**src/rtl/mem_access_pkg.sv**
```systemverilog
// Shared types and constants for the two-port memory access controller.
package mem_access_pkg;

    localparam int ADDR_W_DEF = 3;
    localparam int DATA_W_DEF = 8;

    localparam logic OP_READ  = 1'b0;
    localparam logic OP_WRITE = 1'b1;

    typedef enum logic [2:0] {
        ST_IDLE    = 3'd0,
        ST_SETUP   = 3'd1,
        ST_STROBE  = 3'd2,
        ST_RELEASE = 3'd3,
        ST_ACK     = 3'd4,
        ST_CLEAR   = 3'd5
    } state_t;

    // Port index (0 = A, 1 = B) of a one-hot two-way grant.
    function automatic logic grant_port(input logic [1:0] grant);
        return grant[1];
    endfunction

endpackage

```
**src/rtl/rr_arb2.sv**
```systemverilog
// Two-way round-robin arbiter: combinational one-hot grant, pointer advances on update.
module rr_arb2 (
    input  logic       clk,
    input  logic       rst_n,
    input  logic [1:0] req,
    input  logic       update,
    output logic [1:0] grant
);

    logic ptr_r;

    // Grant decode; a lone requester wins regardless of the pointer.
    always_comb begin
        grant = 2'b00;
        case (req)
            2'b01:   grant = 2'b01;
            2'b10:   grant = 2'b10;
            2'b11:   grant = ptr_r ? 2'b10 : 2'b01;
            default: grant = 2'b00;
        endcase
    end

    // Pointer register; ptr_r = 0 favours port A.
    always_ff @(posedge clk) begin
        if (!rst_n) begin
            ptr_r <= 1'b0;
        end else if (update && (grant != 2'b00)) begin
            ptr_r <= grant[0];
        end else begin
            ptr_r <= ptr_r;
        end
    end

endmodule

```
**src/rtl/mem_access_ctrl.sv**
```systemverilog
// Two-requester controller sequencing setup/strobe/release accesses to the latch memory.
// Optional power-up clear of the whole array when MEM_ACCESS_CTRL_INIT_CLEAR_EN is defined.
module mem_access_ctrl
    import mem_access_pkg::*;
#(
    parameter int ADDR_W        = ADDR_W_DEF,
    parameter int DATA_W        = DATA_W_DEF,
    parameter int STROBE_CYCLES = 1
) (
    input  logic              clk,
    input  logic              rst_n,
    input  logic              a_req,
    input  logic              a_we,
    input  logic [ADDR_W-1:0] a_addr,
    input  logic [DATA_W-1:0] a_wdata,
    output logic              a_ack,
    output logic [DATA_W-1:0] a_rdata,
    input  logic              b_req,
    input  logic              b_we,
    input  logic [ADDR_W-1:0] b_addr,
    input  logic [DATA_W-1:0] b_wdata,
    output logic              b_ack,
    output logic [DATA_W-1:0] b_rdata,
    output logic              mem_op,
    output logic              mem_sel,
    output logic [ADDR_W-1:0] mem_addr,
    output logic [DATA_W-1:0] mem_wdata,
    input  logic [DATA_W-1:0] mem_rdata,
    output logic              busy
);

    localparam int CNT_W = 4;
    localparam logic [CNT_W-1:0] LAST_STB = CNT_W'(STROBE_CYCLES - 1);
`ifdef MEM_ACCESS_CTRL_INIT_CLEAR_EN
    localparam logic [CNT_W-1:0] CLR_STB_END = CNT_W'(STROBE_CYCLES);
    localparam logic [CNT_W-1:0] CLR_LAST    = CNT_W'(STROBE_CYCLES + 1);
    logic clr_pend_r, clr_pend_s;
`endif

    state_t            state_r, state_s;
    logic [CNT_W-1:0]  cnt_r, cnt_s;
    logic              port_r, port_s;
    logic              we_r, we_s;
    logic [ADDR_W-1:0] addr_r, addr_s;
    logic [DATA_W-1:0] wdata_r, wdata_s;
    logic [DATA_W-1:0] a_rdata_r, a_rdata_s;
    logic [DATA_W-1:0] b_rdata_r, b_rdata_s;
    logic              a_ack_r, a_ack_s;
    logic              b_ack_r, b_ack_s;
    logic              busy_r, busy_s;
    logic              mem_op_r, mem_op_s;
    logic              mem_sel_r, mem_sel_s;
    logic [ADDR_W-1:0] mem_addr_r, mem_addr_s;
    logic [DATA_W-1:0] mem_wdata_r, mem_wdata_s;
    logic [1:0]        grant_s;
    logic              arb_upd_s;

    rr_arb2 u_arb (
        .clk    (clk),
        .rst_n  (rst_n),
        .req    ({b_req, a_req}),
        .update (arb_upd_s),
        .grant  (grant_s)
    );

    // Next-state, command latch and read-data capture.
    always_comb begin
        state_s   = state_r;
        cnt_s     = cnt_r;
        port_s    = port_r;
        we_s      = we_r;
        addr_s    = addr_r;
        wdata_s   = wdata_r;
        a_rdata_s = a_rdata_r;
        b_rdata_s = b_rdata_r;
        arb_upd_s = 1'b0;
`ifdef MEM_ACCESS_CTRL_INIT_CLEAR_EN
        clr_pend_s = clr_pend_r;
`endif
        case (state_r)
            ST_IDLE: begin
`ifdef MEM_ACCESS_CTRL_INIT_CLEAR_EN
                if (clr_pend_r) begin
                    state_s    = ST_CLEAR;
                    cnt_s      = 4'd0;
                    we_s       = OP_WRITE;
                    addr_s     = '0;
                    wdata_s    = '0;
                    clr_pend_s = 1'b0;
                end else
`endif
                if (grant_s != 2'b00) begin
                    arb_upd_s = 1'b1;
                    state_s   = ST_SETUP;
                    port_s    = grant_port(grant_s);
                    we_s      = grant_s[1] ? b_we    : a_we;
                    addr_s    = grant_s[1] ? b_addr  : a_addr;
                    wdata_s   = grant_s[1] ? b_wdata : a_wdata;
                end else begin
                    state_s = ST_IDLE;
                end
            end
            ST_SETUP: begin
                state_s = ST_STROBE;
                cnt_s   = 4'd0;
            end
            ST_STROBE: begin
                if (cnt_r == LAST_STB) begin
                    state_s = ST_RELEASE;
                    if (we_r == OP_READ) begin
                        if (port_r) begin
                            b_rdata_s = mem_rdata;
                        end else begin
                            a_rdata_s = mem_rdata;
                        end
                    end else begin
                        a_rdata_s = a_rdata_r;
                    end
                end else begin
                    cnt_s = cnt_r + 4'd1;
                end
            end
            ST_RELEASE: state_s = ST_ACK;
            ST_ACK:     state_s = ST_IDLE;
`ifdef MEM_ACCESS_CTRL_INIT_CLEAR_EN
            // Each cleared word: cnt 0 = setup, 1..STROBE_CYCLES = strobe, last = release.
            ST_CLEAR: begin
                if (cnt_r == CLR_LAST) begin
                    if (addr_r == {ADDR_W{1'b1}}) begin
                        state_s = ST_IDLE;
                    end else begin
                        addr_s = addr_r + 1'b1;
                        cnt_s  = 4'd0;
                    end
                end else begin
                    cnt_s = cnt_r + 4'd1;
                end
            end
`endif
            default: state_s = ST_IDLE;
        endcase
    end

    // Output values for the state being entered, so every output comes from a flop.
    always_comb begin
        busy_s  = (state_s != ST_IDLE);
        a_ack_s = (state_s == ST_ACK) && (port_s == 1'b0);
        b_ack_s = (state_s == ST_ACK) && (port_s == 1'b1);
        if (busy_s) begin
            mem_op_s    = we_s;
            mem_addr_s  = addr_s;
            mem_wdata_s = wdata_s;
        end else begin
            mem_op_s    = 1'b0;
            mem_addr_s  = '0;
            mem_wdata_s = '0;
        end
        if (state_s == ST_STROBE) begin
            mem_sel_s = 1'b1;
`ifdef MEM_ACCESS_CTRL_INIT_CLEAR_EN
        end else if (state_s == ST_CLEAR) begin
            mem_sel_s = (cnt_s >= 4'd1) && (cnt_s <= CLR_STB_END);
`endif
        end else begin
            mem_sel_s = 1'b0;
        end
    end

    // State, command and output registers.
    always_ff @(posedge clk) begin
        if (!rst_n) begin
            state_r     <= ST_IDLE;
            cnt_r       <= 4'd0;
            port_r      <= 1'b0;
            we_r        <= 1'b0;
            addr_r      <= '0;
            wdata_r     <= '0;
            a_rdata_r   <= '0;
            b_rdata_r   <= '0;
            a_ack_r     <= 1'b0;
            b_ack_r     <= 1'b0;
            busy_r      <= 1'b0;
            mem_op_r    <= 1'b0;
            mem_sel_r   <= 1'b0;
            mem_addr_r  <= '0;
            mem_wdata_r <= '0;
`ifdef MEM_ACCESS_CTRL_INIT_CLEAR_EN
            clr_pend_r  <= 1'b1;
`endif
        end else begin
            state_r     <= state_s;
            cnt_r       <= cnt_s;
            port_r      <= port_s;
            we_r        <= we_s;
            addr_r      <= addr_s;
            wdata_r     <= wdata_s;
            a_rdata_r   <= a_rdata_s;
            b_rdata_r   <= b_rdata_s;
            a_ack_r     <= a_ack_s;
            b_ack_r     <= b_ack_s;
            busy_r      <= busy_s;
            mem_op_r    <= mem_op_s;
            mem_sel_r   <= mem_sel_s;
            mem_addr_r  <= mem_addr_s;
            mem_wdata_r <= mem_wdata_s;
`ifdef MEM_ACCESS_CTRL_INIT_CLEAR_EN
            clr_pend_r  <= clr_pend_s;
`endif
        end
    end

    assign a_ack     = a_ack_r;
    assign b_ack     = b_ack_r;
    assign a_rdata   = a_rdata_r;
    assign b_rdata   = b_rdata_r;
    assign busy      = busy_r;
    assign mem_op    = mem_op_r;
    assign mem_sel   = mem_sel_r;
    assign mem_addr  = mem_addr_r;
    assign mem_wdata = mem_wdata_r;

endmodule
```
**config.mk**
```make
export PLATFORM = sky130hd
export DESIGN_NAME = mem_access_ctrl
export DESIGN_NICKNAME = d
export VERILOG_FILES = /design/src/rtl/mem_access_pkg.sv /design/src/rtl/rr_arb2.sv /design/src/rtl/mem_access_ctrl.sv
export SDC_FILE = /design/constraint.sdc
export NUM_CORES = 1
export LEC_CHECK = 0
export ABC_AREA = 0
export CELL_PAD_IN_SITES_DETAIL_PLACEMENT = 2
export CELL_PAD_IN_SITES_GLOBAL_PLACEMENT = 2
export CORE_ASPECT_RATIO = 1.25
export CORE_MARGIN = 10
export CORE_UTILIZATION = 27
export CTS_CLUSTER_DIAMETER = 80
export DETAILED_ROUTE_END_ITERATION = 10
export HOLD_SLACK_MARGIN = 0.12
export PLACE_DENSITY_LB_ADDON = 0.1
export SYNTH_ARGS = -nofsm -noshare
export SYNTH_HDL_FRONTEND = slang
export SYNTH_SLANG_ARGS = --single-unit
```
**constraint.sdc**
```tcl
create_clock -name clk -period 2.05 [get_ports clk]
set_input_delay 0.41 -clock clk [delete_from_list [all_inputs] [get_ports clk]]
set_output_delay 0.41 -clock clk [all_outputs]
set_load 0.03 [all_outputs]
```
# Yosys cells after proc, flatten, opt, wreduce, memory -nomap -nowiden
# Index checks and enable logic that the tools add are counted.
[word_totals] regBits=53 latch_bits=0 mem_bits_rw=0 rom_bits=0 in_bits=36 elab_cells=62 mem_count=0
[op_classes] n_addsub=1 multipliers=0 n_div=0 magnitude_cmp=0 eq_ne=9 n_shift=0 muxes=21 n_bitwise=3 reduce_logical=12
[ops] operator="$mux 8" count=3
[ops] operator="$mux 3" count=4
[ops] operator="$pmux 3 s4" count=1
[ops] operator="$eq 3x2->1 const B" count=3
[ops] operator="$mux 1" count=9
[ops] operator="$pmux 4 s2" count=1
[ops] operator="$reduce_and 4->1" count=2
[ops] operator="$pmux 2 s3" count=1
[ops] operator="$add 4x1->4 const B" count=1
[ops] operator="$eq 2x2->1 const B" count=2
[ops] operator="$logic_not 4->1" count=1
[ops] operator="$mux 4" count=1
[ops] operator="$reduce_and 2->1" count=2
[ops] operator="$reduce_bool 2->1" count=2
[ops] operator="$eq 3x1->1 const B" count=1
[ops] operator="$eq 3x3->1 const B" count=1
[ops] operator="$logic_and 1x1->1" count=3
[ops] operator="$logic_not 3->1" count=1
[ops] operator="$not 1->1" count=3
[ops] operator="$reduce_bool 3->1" count=1
[ops] operator="$eq 2x1->1 const B" count=1
[ops] operator="$mux 2" count=1
[ops] operator="$ne 2x2->1 const B" count=1

# Logic depth before layout (Yosys ltp)
[depth] word_depth=7 mapped_depth=7

# By module
# A second synthesis with hierarchy kept.
[hier_totals] cells_unflattened=231 hier_area_um2=2229.6
[modules_own_cells] mod="mem_access_ctrl" instances=1 cells_each=224 area_each_um2=2168.3 seq_area_each_um2=1041.0
[modules_own_cells] mod="rr_arb2" instances=1 cells_each=7 area_each_um2=61.3 seq_area_each_um2=20.0

# Worst setup path after synthesis
# OpenSTA, ideal clock, no wires.
[synth_timing] kind="reg2reg" start="register cnt_r[0]" end="register a_rdata_r[0] (netlist: a_rdata[0])" setup_time_ps=116 arrival_time_ps=1571 t_required_ps=1934 setup_slack_ps=363 stages_incl_launch_ff=8 path_buffers=1 synth_period_minus_slack_ps=1687 cell_sequence="dfxtp_1 -> inv_1 -> ha_1 -> or3b_4 -> nor4b_4 -> buf_6 -> mux2i_1 -> nor2b_1"
[synth_via] elab_chain_len=2
[synth_lines] element="start, declared" line="mem_access_ctrl.sv:41" text="logic [CNT_W-1:0] cnt_r, cnt_s;"
[synth_lines] element="start signal, assigned" line="mem_access_ctrl.sv:192" text="cnt_r <= cnt_s;"
[synth_lines] element="$logic_not 4->1" line="mem_access_ctrl.sv:108" text="if (cnt_r == LAST_STB) begin"
[synth_lines] element="$reduce_and 4->1 (no source line)"
[synth_lines] element="end signal, assigned" line="mem_access_ctrl.sv:197" text="a_rdata_r <= a_rdata_s;"
[synth_lines] element="end, declared" line="mem_access_ctrl.sv:46" text="logic [DATA_W-1:0] a_rdata_r, a_rdata_s;"
# No other way between the ends.
# A chain may end at the register's enable or synchronous reset.

# Final worst setup path
[layout_timing] start="register cnt_r[0]" end="register a_rdata_r[1] (netlist: a_rdata[1])"
# Same word-level chain as after synthesis.

==> out/results.txt <==
outcome = complete, no violations
largest family of logic cells by synthesized area = simple AND/OR/NAND/NOR gates
CTS tree = yes
fillcell total = 839
initial antenna violation count = 0
hold slack = 0.464 ns
drt first-iter violations = 22
Routability Congestion = 0.692
CTS Buf Count = 5
final net count = 320
final-report setup violation count = 0
CTS root buffer = clkbuf_8
clock-pin slew on the worst setup and hold paths = 0.10 ns
latest clock arrival within the worst-skew pair = 0.30 ns
Critical Path Start = cnt_r[0]$_SDFFE_PN0P_
vias in the first global route = 1979
via count = 1744
Clock Skews = 0.00514 ns
Setup crit end kind = register
Clock Path Buffers = 2
pin count of the biggest net entering global routing = 30
Core Area = 7440 sq um
post-CTS setup buffers = 0
routed len/inst = 16.1 microns
Post-CTS Hold Fix Bufs = 0
Syn Inst Count = 208
H-tree depth = 2
synth-to-layout area growth = 44.5%
detailed placement HPWL = 4670 microns
RSZ-0062 raised after global routing = false
critical path type = register to register
# Max-Cap Violations = 0
post-synthesis area per instance = 9.98 sq um
Pleak = 1.18 nW
reg-to-reg endpoint = a_rdata[1]$_SDFFE_PN0P_
WP data required = 2.26 ns
EDFF count, synth = 0
fmax = 532 MHz
n_diodes = 0
RR Startpoint = cnt_r[0]$_SDFFE_PN0P_
CP Max Fanout = 8
R2R setup slack = 0.17 ns
crit path cell chain = inv_1 -> ha_1 -> or3b_4 -> nor4b_4 -> buf_12 -> mux2i_1 -> nor2b_1
post-synthesis mux area share = 13.5%
Worst-Margin Slew = 0.402 ns
Register-to-Register Path Depth = 7
Hold Crit Class = register to register
DRT Wirelength = 6060 microns
Slew Limit Fails = 0
CTS resizes = 0
Post-Synth Simple-Gate Area = 17.8%
die span in x = 98.4 microns
DRT Pass-1 Iters = 4
pwr dens = 1020 nW/um^2
DRT antenna net count = 0
Compound-Gate Fraction of Synth Area = 11.8%
Final Hold Viols = 0
distinct cell type count after synthesis = 35
via/cell ratio = 4.65
CP Data Arrival Time = 2.09 ns
critical path capture point = a_rdata[1]$_SDFFE_PN0P_
Synth Register Bits = 53
row cnt = 35
post-synthesis sequential area ratio = 51.1%
CP top delay family = simple AND/OR/NAND/NOR gates
remaining global-route overflow = 0
Post-synth ARST share = 0%
# IOs = 68
Die ar. = 11600 sq um
setup ws final = 0.169 ns
CP Launch Type = register
fraction of layout instances using a drive strength above 1 = 9.19%
slew margin rel. = 72.8%
Global Route Usage Sum = 10.7%
Die Ht = 118 microns
syn_nets = 246
biggest cell delay along the critical path = 0.42 ns
DRC violations left = 0
first-pass GRT wire length = 10300 microns
Synth Warn # = 0
final core occ = 40.3%
maximum vdd ir drop = 0.357 mV
Main synth FF type = dfxtp_1
Post-Synth XOR/XNOR Area = 1.27%
fin crit share = 91.8%
Synth Cell Area = 2080 sq um
Critical Path Slowest Stage Cell = or3b_4
setup TNS = 0 ns
Buf+Inv Stages, Crit Path = 2
Post-Synth Adder-Cell Area = 1.21%
Port Buffers = 67
Sink Count = 53
pre-CTS WS = 0.134 ns
Tmin final = 1.88 ns
Total Power = 3.06 mW
initial core utilization = 27.9%
CP Depth = 7
[layout make-up]
class	instances	area (sq um)	area share [%]
Tap cell	92	115	3.84
Sequential cell	53	1060	35.4
Clock buffer	5	68.8	2.29
Clock inverter	3	17.5	0.584
Timing Repair Buffer	77	771	25.7
Inverter	5	18.8	0.626
Multi-Input combinational cell	140	948	31.6
[synth_stat cells, types with 3 or more instances]
| cell type | number | area share, % |
|---|---|---|
| nand2_1 | 17 | 3.1 |
| nand3_1 | 4 | 0.96 |
| a21oi_1 | 15 | 3.6 |
| mux2i_1 | 28 | 14 |
| o21ai_0 | 24 | 5.8 |
| inv_1 | 5 | 0.90 |
| dfxtp_1 | 53 | 51 |
| nor2_1 | 8 | 1.4 |
| xnor2_1 | 3 | 1.3 |
| nor2b_1 | 17 | 5.1 |
| clkbuf_1 | 5 | 0.90 |
[how the worst min path moves through the flow]
stage | start | to | depth (start not counted)
global placement | addr_r[0]$_SDFF_PN0_ | mem_addr[0]$_SDFF_PN0_ | 2
CTS | addr_r[0]$_SDFF_PN0_ | mem_addr[0]$_SDFF_PN0_ | 2
global route | wdata_r[5]$_SDFF_PN0_ | mem_wdata[5]$_SDFF_PN0_ | 2
detailed placement | wdata_r[4]$_SDFF_PN0_ | mem_wdata[4]$_SDFF_PN0_ | 2
floorplan | addr_r[0]$_SDFF_PN0_ | mem_addr[0]$_SDFF_PN0_ | 2
finish | wdata_r[5]$_SDFF_PN0_ | mem_wdata[5]$_SDFF_PN0_ | 2
[metal layers]
| metal | global-route usage [%] | part of all wire, % |
|---|---|---|
| met3 | 4.29 | 6.9 |
| met4 | 3.23 | 1.2 |
| met1 | 11.2 | 41 |
| met2 | 18.9 | 51 |
| met5 | 0 | 0 |
[kinds of logic (layout without fill, tap and decap cells)]
family,count (synthesis),count (layout)
xor gates and xnor gates,3,3
AOI/OAI and AO/OA,46,46
and+or+nand+nor,61,61
DFF,53,53
adders and majority gates,2,2
buffers and inverters,15,90
muxes,28,28
[worst register-to-register path, cell delays in order (launching register included)]
cell     delay [ns]
dfxtp_1        0.36
inv_1          0.07
ha_1           0.17
or3b_4         0.42
nor4b_4        0.33
buf_12         0.18
mux2i_1        0.20
nor2b_1        0.06
[layout by cell type (no fill, tap or decap)]
cell type,count
a21boi_0,1
a21oi_1,15
and2_1,2
and3_1,1
and4bb_2,1
buf_12,2
buf_4,8
clkbuf_8,5
clkdlybuf4s50_1,67
clkinv_2,2
clkinvlp_4,1
dfxtp_1,53
ha_1,2
inv_1,5
mux2i_1,28
nand2_1,17
nand2b_1,1
nand3_1,4
nand4b_1,1
nor2_1,8
nor2b_1,17
nor3_1,1
nor3_2,1
nor3b_1,1
nor3b_2,1
nor4b_1,1
nor4b_2,1
nor4b_4,1
o211ai_1,1
o21a_1,2
o21ai_0,24
o21ai_1,1
o21ai_2,1
o2bb2ai_1,1
or3b_2,1
or3b_4,1
xnor2_1,3
[power by group]
group          leakage [nW]  internal (mW)  total [mW]  switching, mW
registers             0.434           1.23        1.35          0.114
clock network        0.0439          0.237       0.584          0.347
logic                 0.705          0.501        1.13          0.626
total                  1.18           1.97        3.06           1.09
[sequential cells by signal, summed over array words and instances, names as in the netlist]
signal       cells
mem_op           1
port_r           1
b_ack            1
wdata_r          8
addr_r           3
state_r          3
a_ack            1
we_r             1
b_rdata          8
mem_wdata        8
mem_sel          1
busy             1
u_arb.ptr_r      1
a_rdata          8
mem_addr         3
cnt_r            4
[through the flow]
step / cells / area [sq um]
4_1_cts: 375 / 3000
6_report: 375 / 3000
5_1_grt: 375 / 3000
3_5_place_dp: 367 / 2910
2_1_floorplan: 208 / 2080
3_3_place_gp: 367 / 2910
Power figures use the tool's default switching activity.
==> patch, RTL diff (same flow settings) <==
Make the reset (`rst_n`) asynchronous in 2 clocked blocks.
--- a/src/rtl/rr_arb2.sv
+++ b/src/rtl/rr_arb2.sv
@@ -21,7 +21,7 @@
     end
 
     // Pointer register; ptr_r = 0 favours port A.
-    always_ff @(posedge clk) begin
+    always_ff @(posedge clk or negedge rst_n) begin
         if (!rst_n) begin
             ptr_r <= 1'b0;
         end else if (update && (grant != 2'b00)) begin
--- a/src/rtl/mem_access_ctrl.sv
+++ b/src/rtl/mem_access_ctrl.sv
@@ -167,7 +167,7 @@
     end
 
     // State, command and output registers.
-    always_ff @(posedge clk) begin
+    always_ff @(posedge clk or negedge rst_n) begin
         if (!rst_n) begin
             state_r     <= ST_IDLE;
             cnt_r       <= 4'd0;
Formal check against the unedited RTL: differs if rst_n is asserted again (counterexample within 4 cycles, from zero or initial values and one cycle with rst_n low); with rst_n held inactive, the same outputs for 10 cycles.
==> patch against the unedited design <==
Sequential share of layout area rose by 4.6 points. Synthesized area increased by 6.3%. Global-route usage grew 0.86 points. Clock skew rose by 0.0035 ns. Sequential cell count unchanged. The flow now finishes with violations (setup timing). Count of clock-buffer cells in the layout grew 1. Core utilization grew 1.8 points. Setup slack worse by 0.33 ns. Critical path depth decreased by 1. Routed wire length rose by 10%. Critical endpoint is now a_rdata[1]. Critical path type unchanged. Cell area grew 11%. Die area up 5.1%. Fmax decreased by 15%.
Power is not compared: it rests on default switching activity, and its combinational part moved more than twofold at a synthesized area within 25%.
==> patch: results (changes against the unedited design) <==
layout net count=324 (was 320); Post-DP HPWL=5160 um (was 4670 um); DP Area=3160 um2 (was 2910 um2); largest net degree at the start of global routing=23 (was 30); actual slew at the worst max-slew pin=0.572 ns (was 0.402 ns); # hold bufs at CTS=1 (was 0); min setup slack post-route=-0.158 ns (was 0.169 ns); Via Count=1806 (was 1744); ranking of synthesized cells by area=dfrtp_1, mux2_4, nor2_1 (was dfxtp_1, mux2i_1, o21ai_0); CP endpoint=a_rdata[1] (unchanged); vias in the first global route=2149 (was 1979); Post-CTS Setup Repair Bufs=2 (was 0); fill cell count=831 (was 839); post-synthesis mux area share=0.0953 (was 0.135); Clock Skew=0.00862 ns (was 0.00514 ns); GRT met2 Usage=0.208 (was 0.189); Syn Inst Count=191 (was 208); pre-CTS setup slack=-0.221 ns (was 0.134 ns); Setup Viol. Count Final=16 (was 0); Synth Area in XOR/XNOR=0.00397 (was 0.0127); GPL Wtd Cong=0.771 (was 0.692); drt total wl=6660 um (was 6060 um); first-pass GRT wire length=11300 um (was 10300 um); drt first pass iters=2 (was 4); Post-CTS Resized=9 (was 0); Arr. time, crit path=2.40 ns (was 2.09 ns); met3 Track Usage GR=0.0405 (was 0.0429); layout cells sized above 1=0.216 (was 0.0919); compound-gate portion of the synthesized area=0.0783 (was 0.118); Detailed Route Iter0 Violations=34 (was 22); outcome=finished with violations (was completed); mean routed wirelength per cell=17.4 um (was 16.1 um); post-synthesis sequential area ratio=0.601 (was 0.511); Unique masters post-synth=31 (was 35); Worst path slowest cell=or3_4 (was or3b_4); failing checks=setup timing; Commonest cells post-synth=dfrtp_1, nor2_1, nor3_1, and3_1, a211oi_1 (was dfxtp_1, mux2i_1, o21ai_0, nand2_1, nor2b_1); Global Route met1 Usage=0.123 (was 0.112); fraction of registers with async set/reset=1.00 (was 0); Synth Net Count=229 (was 246)
patch: changes by cell type after synthesis, moves of 15 or more:
cell	before	now
nor2b_1	17	2
nor3_1	1	16
mux2i_1	28	0
dfxtp_1	53	0
dfrtp_1	0	53
o21ai_0	24	6
nor2_1	8	28
patch: through the flow:
step,util,hold slack (ns)
after floorplan,-,0.114
after global placement,0.401,0.436
after detailed placement,0.401,0.448
after CTS,0.419,0.499
after global routing,0.421,0.507
final,0.421,0.491
patch: cells by family after synthesis:
group / after synthesis
AO/OA/AOI/OAI: 26
multiplexers: 16
XOR/XNOR: 1
adder cells (fa/ha/maj): 2
AND/OR/NAND/NOR: 78
buffers and inverters: 15
flip-flops: 53
patch: worst min-delay path by stage:
stage                           from         end  slack [ns]  depth (start not counted)
after global routing      wdata_r[2]  wdata_r[2]        0.51                          2
after CTS                 wdata_r[2]  wdata_r[2]        0.50                          2
after global placement         rst_n  state_r[1]        0.44                          1
after detailed placement       rst_n  state_r[1]        0.45                          1
after floorplan                rst_n       a_ack        0.11                          0
final                      addr_r[1]   addr_r[1]        0.49                          2
patch: per-layer routing:
layer / routed length (um) / share of wire / vias up
met3: 471 / 0.071 / 5
met5: 0 / 0 / -
li1: - / - / 857
met2: 3580 / 0.54 / 49
met1: 2540 / 0.38 / 895
met4: 65 / 0.0098 / 0
patch: final cells by class:
| class | instances | area share |
|---|---|---|
| clock buffer | 6 | 0.0219 |
| clock inverter | 2 | 0.00415 |
| inverter | 5 | 0.00565 |
| multi-input combinational | 123 | 0.256 |
| sequential | 53 | 0.400 |
| tap | 95 | 0.0358 |
| timing repair buffer | 98 | 0.277 |
patch: power by group:
group	switching [uW]	leakage, uW	internal (uW)
registers	209	0.000629	1530
logic	1540	0.000804	1280
clock network	341	0.0000456	244
total	2090	0.00148	3060
